[src/rtl/debug_hart_ctrl.sv]
// debug_hart_ctrl: halts/resumes the core for debug and runs access-register abstract commands
module debug_hart_ctrl #(
  parameter logic [11:0] DPC_ADDR = 12'h7B1,
  parameter logic [15:0] GPR_BASE = 16'h1000
) (
  input  logic        clk,
  input  logic        rst,
  input  logic        halt_req,
  input  logic        resume_req,
  input  logic        exec,
  input  logic [31:0] command,
  input  logic [31:0] data0_in,
  input  logic [31:0] data1_in,
  output logic        halted,
  output logic        done,
  output logic        write,
  output logic        error,
  output logic        exception,
  output logic [31:0] data0_out,
  output logic        core_stall,
  input  logic        core_idle,
  input  logic [31:0] pc,
  output logic        core_resume,
  output logic [31:0] resume_pc,
  output logic [4:0]  gpr_addr,
  output logic        gpr_we,
  output logic [31:0] gpr_wdata,
  input  logic [31:0] gpr_rdata,
  output logic [11:0] csr_addr,
  output logic        csr_re,
  output logic        csr_we,
  output logic [31:0] csr_wdata,
  input  logic [31:0] csr_rdata,
  input  logic        csr_illegal
);
  typedef enum logic [2:0] {RUNNING, HALTING, HALTED, ACCESS, REPORT, RESUMING} state_t;
  state_t      state_q;
  logic [31:0] dpc_q, data0_q, rdata;
  logic [11:0] regno_q;
  logic [4:0]  idx_q;
  logic        err_q, xfer_q, wr_q, gpr_q, dpcr_q;
  logic [15:0] off_d;
  logic        gpr_d, csr_d, dpcr_d, err_d, act, csr_go, exc, rd_ok, unused_ok;
  assign off_d  = command[15:0] - GPR_BASE;
  assign gpr_d  = command[15:0] >= GPR_BASE && off_d < 16'd32;
  assign csr_d  = command[15:12] == 4'h0;
  assign dpcr_d = csr_d && !gpr_d && command[11:0] == DPC_ADDR;
  assign err_d  = command[31:24] != 8'h00 || command[22:20] != 3'd2 || command[19] || command[18] ||
                  (command[17] && !gpr_d && !csr_d);
  // strobes only in the single ACCESS cycle of a valid transfer; dpc never leaves this block
  assign act       = state_q == ACCESS && xfer_q && !err_q;
  assign csr_go    = act && !gpr_q && !dpcr_q;
  assign exc       = csr_go && csr_illegal;
  assign rd_ok     = act && !wr_q && !exc;
  assign rdata     = gpr_q ? gpr_rdata : dpcr_q ? dpc_q : csr_rdata;
  assign gpr_addr  = act && gpr_q ? idx_q : 5'd0;
  assign gpr_we    = act && gpr_q && wr_q;
  assign gpr_wdata = gpr_we ? data0_q : 32'd0;
  assign csr_addr  = csr_go ? regno_q : 12'd0;
  assign csr_re    = csr_go && !wr_q;
  assign csr_we    = csr_go && wr_q;
  assign csr_wdata = csr_we ? data0_q : 32'd0;
  assign resume_pc = dpc_q;
  assign unused_ok = ^{data1_in, command[23]};
  always_ff @(posedge clk) begin
    if (rst) begin
      state_q     <= RUNNING;
      halted      <= 1'b0;
      core_stall  <= 1'b0;
      core_resume <= 1'b0;
      done        <= 1'b0;
      write       <= 1'b0;
      error       <= 1'b0;
      exception   <= 1'b0;
      data0_out   <= 32'd0;
      dpc_q       <= 32'd0;
      data0_q     <= 32'd0;
      regno_q     <= 12'd0;
      idx_q       <= 5'd0;
      err_q       <= 1'b0;
      xfer_q      <= 1'b0;
      wr_q        <= 1'b0;
      gpr_q       <= 1'b0;
      dpcr_q      <= 1'b0;
    end else begin
      done        <= 1'b0;
      write       <= 1'b0;
      error       <= 1'b0;
      exception   <= 1'b0;
      core_resume <= 1'b0;
      case (state_q)
        RUNNING: if (halt_req) begin
          state_q    <= HALTING;
          core_stall <= 1'b1;
        end
        HALTING: if (core_idle) begin
          dpc_q   <= pc;
          halted  <= 1'b1;
          state_q <= HALTED;
        end
        HALTED: if (exec) begin
          data0_q <= data0_in;
          regno_q <= command[11:0];
          idx_q   <= off_d[4:0];
          err_q   <= err_d;
          xfer_q  <= command[17];
          wr_q    <= command[16];
          gpr_q   <= gpr_d;
          dpcr_q  <= dpcr_d;
          state_q <= ACCESS;
        end else if (resume_req && !halt_req) begin
          halted      <= 1'b0;
          core_stall  <= 1'b0;
          core_resume <= 1'b1;
          state_q     <= RESUMING;
        end
        ACCESS: begin
          done      <= 1'b1;
          error     <= err_q;
          exception <= exc;
          write     <= rd_ok;
          if (rd_ok) data0_out <= rdata;
          if (act && dpcr_q && wr_q) dpc_q <= data0_q;
          state_q <= REPORT;
        end
        REPORT:   state_q <= HALTED;
        RESUMING: state_q <= RUNNING;
        default:  state_q <= RUNNING;
      endcase
    end
  end
endmodule

[config.mk]
export PLATFORM = sky130hd
export DESIGN_NAME = debug_hart_ctrl
export DESIGN_NICKNAME = d
export VERILOG_FILES = /design/src/rtl/debug_hart_ctrl.sv
export SDC_FILE = /design/constraint.sdc
export NUM_CORES = 1
export LEC_CHECK = 0
export ABC_AREA = 1
export CAP_MARGIN = 20
export CELL_PAD_IN_SITES_DETAIL_PLACEMENT = 0
export CELL_PAD_IN_SITES_GLOBAL_PLACEMENT = 2
export CORE_ASPECT_RATIO = 1.75
export CORE_UTILIZATION = 19
export CTS_BUF_LIST = sky130_fd_sc_hd__clkbuf_4 sky130_fd_sc_hd__clkbuf_8
export DETAILED_ROUTE_END_ITERATION = 6
export PLACE_DENSITY_LB_ADDON = 0.1
export SETUP_SLACK_MARGIN = 0.1
export SYNTH_ARGS = -nofsm -noshare
export SYNTH_HDL_FRONTEND = slang
export SYNTH_SLANG_ARGS = --single-unit
[constraint.sdc]
create_clock -name clk -period 2 [get_ports clk]
set_clock_uncertainty 0.05 [all_clocks]
set_input_delay 0.3 -clock clk [delete_from_list [all_inputs] [get_ports clk]]
set_output_delay 0.3 -clock clk [all_outputs]
set_load 0.01 [all_outputs]
==> metrics.txt, run 1 <==
TritonCTS Buffers=17; PwrDens=635 nW/um^2; Simple-Gate Fraction of Synth Area=0.320; router iterations before antenna repair=7; sequential fraction of the synthesis area=0.394; clock power share=0.371; HP Class=input port to flop; Required @ worst endpoint=1.65 ns; Mapped Nets=about 1200; Worst Hold Launch=command[16]; worst flop-to-flop path startpoint=state_q[1]; adder-cell share of the synthesized area=0; worst-margin pin slew=about 0.7 ns; largest net degree at the start of global routing=65; Rows=87; Die H=between 200 and 250 um; Distinct cells, synth=22; CP endpoint kind=output pin; Sequential Power Share=0.398; Layout Utilization=0.338; H-tree depth=4; clk root buf=clkbuf_8; Switching Power=between 1.5 and 2 mW; DRC=19; Max clock buf depth=2; status=finished, violations left; layout cells sized above 1=0.188; Sink Count=123; latest clock arrival within the worst-skew pair=0.47 ns; slew margin rel.=0.541; compound-gate portion of the synthesized area=0.194; Leak=4.36 nW; CTS tree=done; Overall Power=6.94 mW; CP startpoint kind=flop; CP Launch Point=state_q[1]; number of I/O pins=354; highest clock rate=0.442 GHz; failing checks=DRC, setup timing; P_int=4.95 mW; fin crit share=1.13; number of synthesized flops with an enable pin=0; vias in the first global route=7139; minimum clock period=2.26 ns; vias per cell=4.20; initial antenna violation count=3; clk slew on worst S/H paths=0.08 ns; setup_tns=-15.21 ns; synthesized instance count=982; dpl cells=1667; Die X=139 um; WL/cell=17.0 um; sw frac=0.287; largest family of logic cells by synthesized area=simple AND/OR/NAND/NOR gates; Hold Violations, Final=0; hold_ws=0.371 ns; gpl congestion=0.762; DP HPWL=21700 um; Commonest cells post-synth=nand2_1 (218), nor2_1 (202), dfxtp_1 (123), a21oi_1 (118), o21ai_0 (74); top cells by area, synth=dfxtp_1 (39%), nand2_1 (13%), nor2_1 (12%); gr usage total=0.170; Detailed Route WL=a little under 30000 um; top cell type by total area after synthesis=dfxtp_1; max-slew violation count=0; Starting Density=0.193; xor and xnor fraction of the mapped netlist area=0; Yosys top cell area share=0.394; Initial DRC Count=238; Comb pwr share=0.230; max-cap viol count=0; core area=~32000 um^2; cell with the most instances after synthesis=nand2_1; Setup Crit Path Kind=flop to output pin; Vias=7206; fraction of registers with async set/reset=0; crit path DAT=1.91 ns; Final ANT Viol Nets=0; post-synthesis mux area share=0; Overflow after GRT=0; global-route wire length before repair=roughly 43000 um; setup ws final=-0.263 ns; FF+latch count, synth=123; final std cells w/o fill=approximately 1700; Netlist Area Pre-Place=6250 um^2; setup violators final=83; area added between synthesis and finish=74.9%; RSZ-0062 raised after global routing=yes; Nets=1499; Synth Flop Type=dfxtp_1; IR drop worst, VDD=0.403 mV; port bufs=between 300 and 400; crit path max fanout=6; Avg Inst Size Synth=6.37 um^2; full die area=between 30000 and 40000 um^2; Ys Warns=0
flip-flops by register name, summed over array words and instances, names as in the netlist:
| register | cells |
|---|---|
| wr_q | 1 |
| data0_out | 32 |
| data0_q | 32 |
| error | 1 |
| err_q | 1 |
| done | 1 |
| resume_pc | 32 |
| core_stall | 1 |
| xfer_q | 1 |
| regno_q | 12 |
| gpr_q | 1 |
| core_resume | 1 |
| dpcr_q | 1 |
| exception | 1 |
| halted | 1 |
| write | 1 |
| state_q | 3 |
critical path, cell delays in order (launching register included):
cell and delay, ns:
dfxtp_2 0.34, nand2_2 0.06, nor2_4 0.15, nand2_4 0.09, nor3_4 0.15, buf_12 0.13
buf_12 0.10, clkinvlp_4 0.07, buf_6 0.14, nor2_1 0.08, buf_2 0.13
worst paths after layout:
kind,slack [ns],cells past startpoint,end
setup / recovery,-0.26,10,csr_addr[1]
hold / removal,0.37,3,wr_q
setup reg to reg,0.12,9,resume_pc[11]
hold reg to reg,0.42,2,core_stall
cell usage in the layout, fill, tap and decap left out, types with 7 or more instances in the layout:
master and n:
buf_4 26, nor3_1 7, dfxtp_1 120, a31oi_1 32, nor2_1 144, o21ai_0 74
nand2_1 215, buf_6 37, clkbuf_8 21, buf_12 15, nor2_2 24, a21oi_1 118
buf_2 51, clkdlybuf4s50_1 236, nand3b_1 33, nor2_4 36, o21ai_1 10, inv_1 67
repair_timing:
action,4_1_cts,5_1_grt
gates resized for setup,339,151
setup buffers,6,3
cloned,1,4
hold buffers,0,0
setup endpoints to repair,86,131
pin swaps,7,9
cell families (layout without fill, tap and decap cells):
logic type / after synthesis / in the layout
AND/OR/NAND/NOR: 481 / 481
AO/OA/AOI/OAI: 234 / 234
buffers and inverters: 144 / 475
flip-flops: 123 / 123
other: 0 / 3
per-stage QoR:
step / setup WS, ns / area, um^2
3_3_place_gp: -0.148 / 10100
3_5_place_dp: -0.167 / 10100
2_1_floorplan: 0.317 / 6250
6_report: -0.263 / 10900
4_1_cts: -0.343 / 10300
5_1_grt: -0.369 / 10900
cell type report:
| class | count | area [um^2] |
|---|---|---|
| diodes | 3 | 7.51 |
| clock buffers | 22 | 297 |
| fillers | 3551 | 21400 |
| repair buffers | 370 | 3630 |
| flip-flops and latches | 123 | 2470 |
| repair inverters | 1 | 7.51 |
| inverters | 72 | 280 |
| multi-input cells | 715 | 3580 |
| clock inverters | 10 | 161 |
| well taps | 400 | 500 |
metal layers:
layer | global-route usage | vias up | routed length (um)
met5 | 0 | - | 0
met1 | 0.180 | 3173 | 11300
met4 | 0.0605 | 0 | 457
met2 | 0.325 | 214 | 16000
met3 | 0.0383 | 23 | 1510
li1 | - | 3796 | -
power by group through the flow:
stage	Sequential [mW]	Combinational [mW]	Clock, mW
after floorplan	2.83	0.681	0
after global placement	2.82	1.60	0
after detailed placement	2.82	1.59	0
after CTS	2.77	1.60	2.70
after global routing	2.79	1.76	2.78
final	2.77	1.60	2.58
No activity file was read; power rests on OpenSTA's default activity.
==> inputs of run 2 (changes only) <==
CTS_CLUSTER_SIZE = 8   (was not set)
==> results of run 2 <==
Final layout, timing and power as in run 1 (identical DEF).
==> inputs of run 3 (changes only) <==
SETUP_SLACK_MARGIN = not set   (was 0.1)
==> run 3 against run 2 <==
The run still ends with DRC, setup timing left. Final area decreased by 2.0%. Non-clock buffer count decreased by 2. Wire length decreased by 0.40%. Combinational power about the same. Cell count decreased by 0.12%. Core utilization decreased by 0.69 points. First-iteration DRC count decreased by 3.4%. Power about the same. Fmax decreased by 0.16%. Sequential cell count unchanged. Register-to-register slack about the same. Largest cell class unchanged.
==> metrics.txt, run 3 (same netlist as run 1, synthesis figures left out) <==
# fillers=3579 (+0.79%); layout cells sized above 1=0.179 (-0.00887); CP startpoint kind=flop; Die X=139 um (unchanged); number of I/O pins=354 (unchanged); router iterations before antenna repair=7 (unchanged); largest net degree at the start of global routing=65 (unchanged); Die H=242 um (unchanged); Initial DRC Count=230 (-3.4%); WL/cell=17.0 um (-0.28%); Rows=87 (unchanged); full die area=33700 um^2 (unchanged); Hold Violations, Final=0 (unchanged); Sink Count=123 (unchanged); TritonCTS Buffers=17 (unchanged); Starting Density=0.193 (unchanged); H-tree depth=4 (unchanged); Switching Power=1.99 mW (-0.26%); Detailed Route WL=29100 um (-0.40%); IR drop worst, VDD=0.404 mV (+0.28%); CP endpoint kind=output pin; HP Class=input port to flop; Leak=4.31 nW (-1.1%); minimum clock period=2.27 ns (+0.00374 ns); hold buffer count at cts=0 (unchanged); initial antenna violation count=3 (unchanged); port bufs=320 (unchanged); clock power share=0.372 (about the same); CTS tree=done; setup ws final=-0.267 ns (-0.00374 ns); RSZ-0062 raised after global routing=yes; slew margin rel.=0.539 (-0.00213); Setup Crit Path Kind=flop to output pin; clk slew on worst S/H paths=0.08 ns (about the same); clk root buf=clkbuf_8; worst reg2reg setup slack=0.11 ns (about the same); Layout Utilization=0.331 (-0.00693); DRC=19 (unchanged); highest clock rate=0.441 GHz (-0.16%); area added between synthesis and finish=71.3%; PwrDens=648 nW/um^2 (+2.0%); P_int=4.95 mW (about the same); Vias=7204 (-0.028%); vias in the first global route=7154 (+0.21%); commonest non-fill, non-tap cells in the layout=clkdlybuf4s50_1 (236), nand2_1 (215), nor2_1 (152); Final ANT Viol Nets=0 (unchanged); worst-margin pin slew=0.691 ns (+0.00320 ns); gpl congestion=0.762 (unchanged); crit path max fanout=6 (unchanged); status=finished, violations left; sw frac=0.287 (-0.000516); max-cap viol count=0 (unchanged); setup violators final=84 (+1.2%); Nets=1497 (-0.13%); latest clock arrival within the worst-skew pair=0.47 ns (about the same); setup_tns=-14.69 ns (+0.517 ns); fin crit share=1.13 (+0.00187); Overflow after GRT=0 (unchanged); DP HPWL=21700 um (unchanged); max-slew violation count=0 (unchanged); vias per cell=4.20 (about the same); Required @ worst endpoint=1.65 ns (about the same); commonest non-fill, non-tap cell in the layout=clkdlybuf4s50_1; crit path DAT=1.92 ns (about the same); failing checks=DRC, setup timing; gr usage total=0.170 (about the same); Sequential Power Share=0.399 (about the same); Comb pwr share=0.229 (about the same); Max clock buf depth=2 (unchanged); core area=32300 um^2 (unchanged); global-route wire length before repair=42900 um (about the same)
-- run 3: timing repair --
| action | in CTS | in global routing |
|---|---|---|
| setup endpoints to repair | 84 | 84 |
| buffers inserted | 6 | 3 |
| pin swaps | 7 | 9 |
| resized for setup | 287 | 147 |
| gates cloned | 1 | 3 |
-- run 3: final timing paths --
check | start | end | cells past startpoint
worst max register to register | state_q[1] | resume_pc[11] | 9
worst max-delay path | state_q[1] | csr_addr[1] | 10
worst min register to register | core_stall | core_stall | 2
worst min-delay path | command[16] | wr_q | 3
-- run 3: routing by layer --
layer / vias up / GRT usage / wire (um)
met1: 3183 / 0.179 / 11200
met2: 209 / 0.325 / 16000
li1: 3791 / - / -
met3: 21 / 0.0387 / 1490
met4: 0 / 0.0605 / 433
met5: - / 0 / 0
-- run 3: cell type report --
cell class	instances	area, um^2	share of cell area
Inverter	72	283	0.0264
Multi-Input combinational cell	715	3480	0.325
Antenna cell	3	7.51	0.000701
Clock inverter	10	161	0.0151
Timing Repair Buffer	368	3510	0.328
Tap cell	400	500	0.0467
Clock buffer	22	297	0.0277
Timing Repair inverter	1	7.51	0.000701
Sequential cell	123	2470	0.230
-- run 3: critical path: stages (launching register included) --
cell        delay [ns]
dfxtp_2           0.34
nand2_2           0.06
nor2_4            0.15
nand2_4           0.09
nor3_4            0.15
buf_12            0.13
buf_12            0.10
clkinvlp_4        0.07
buf_6             0.14
nor2_1            0.08
buf_2             0.13
-- run 3: per-stage QoR --
stage          hold slack (ns)  std cells  setup slack (ns)  total power, mW  area, um^2
6_report                 0.369       1714            -0.267             6.94       10700
5_1_grt                  0.347       1714            -0.373             7.32       10700
4_1_cts                  0.328       1705            -0.343             7.07       10400
3_5_place_dp             0.398       1667            -0.167             4.42       10100
3_3_place_gp             0.403       1667            -0.148             4.42       10100
2_1_floorplan            0.328        982             0.317             3.51        6250
-- run 3: power by group through the flow --
stage	logic (mW)	registers [mW]	clock network [mW]
floorplan	0.681	2.83	0
global placement	1.60	2.82	0
detailed placement	1.59	2.82	0
CTS	1.60	2.77	2.70
global route	1.75	2.79	2.78
finish	1.59	2.77	2.58
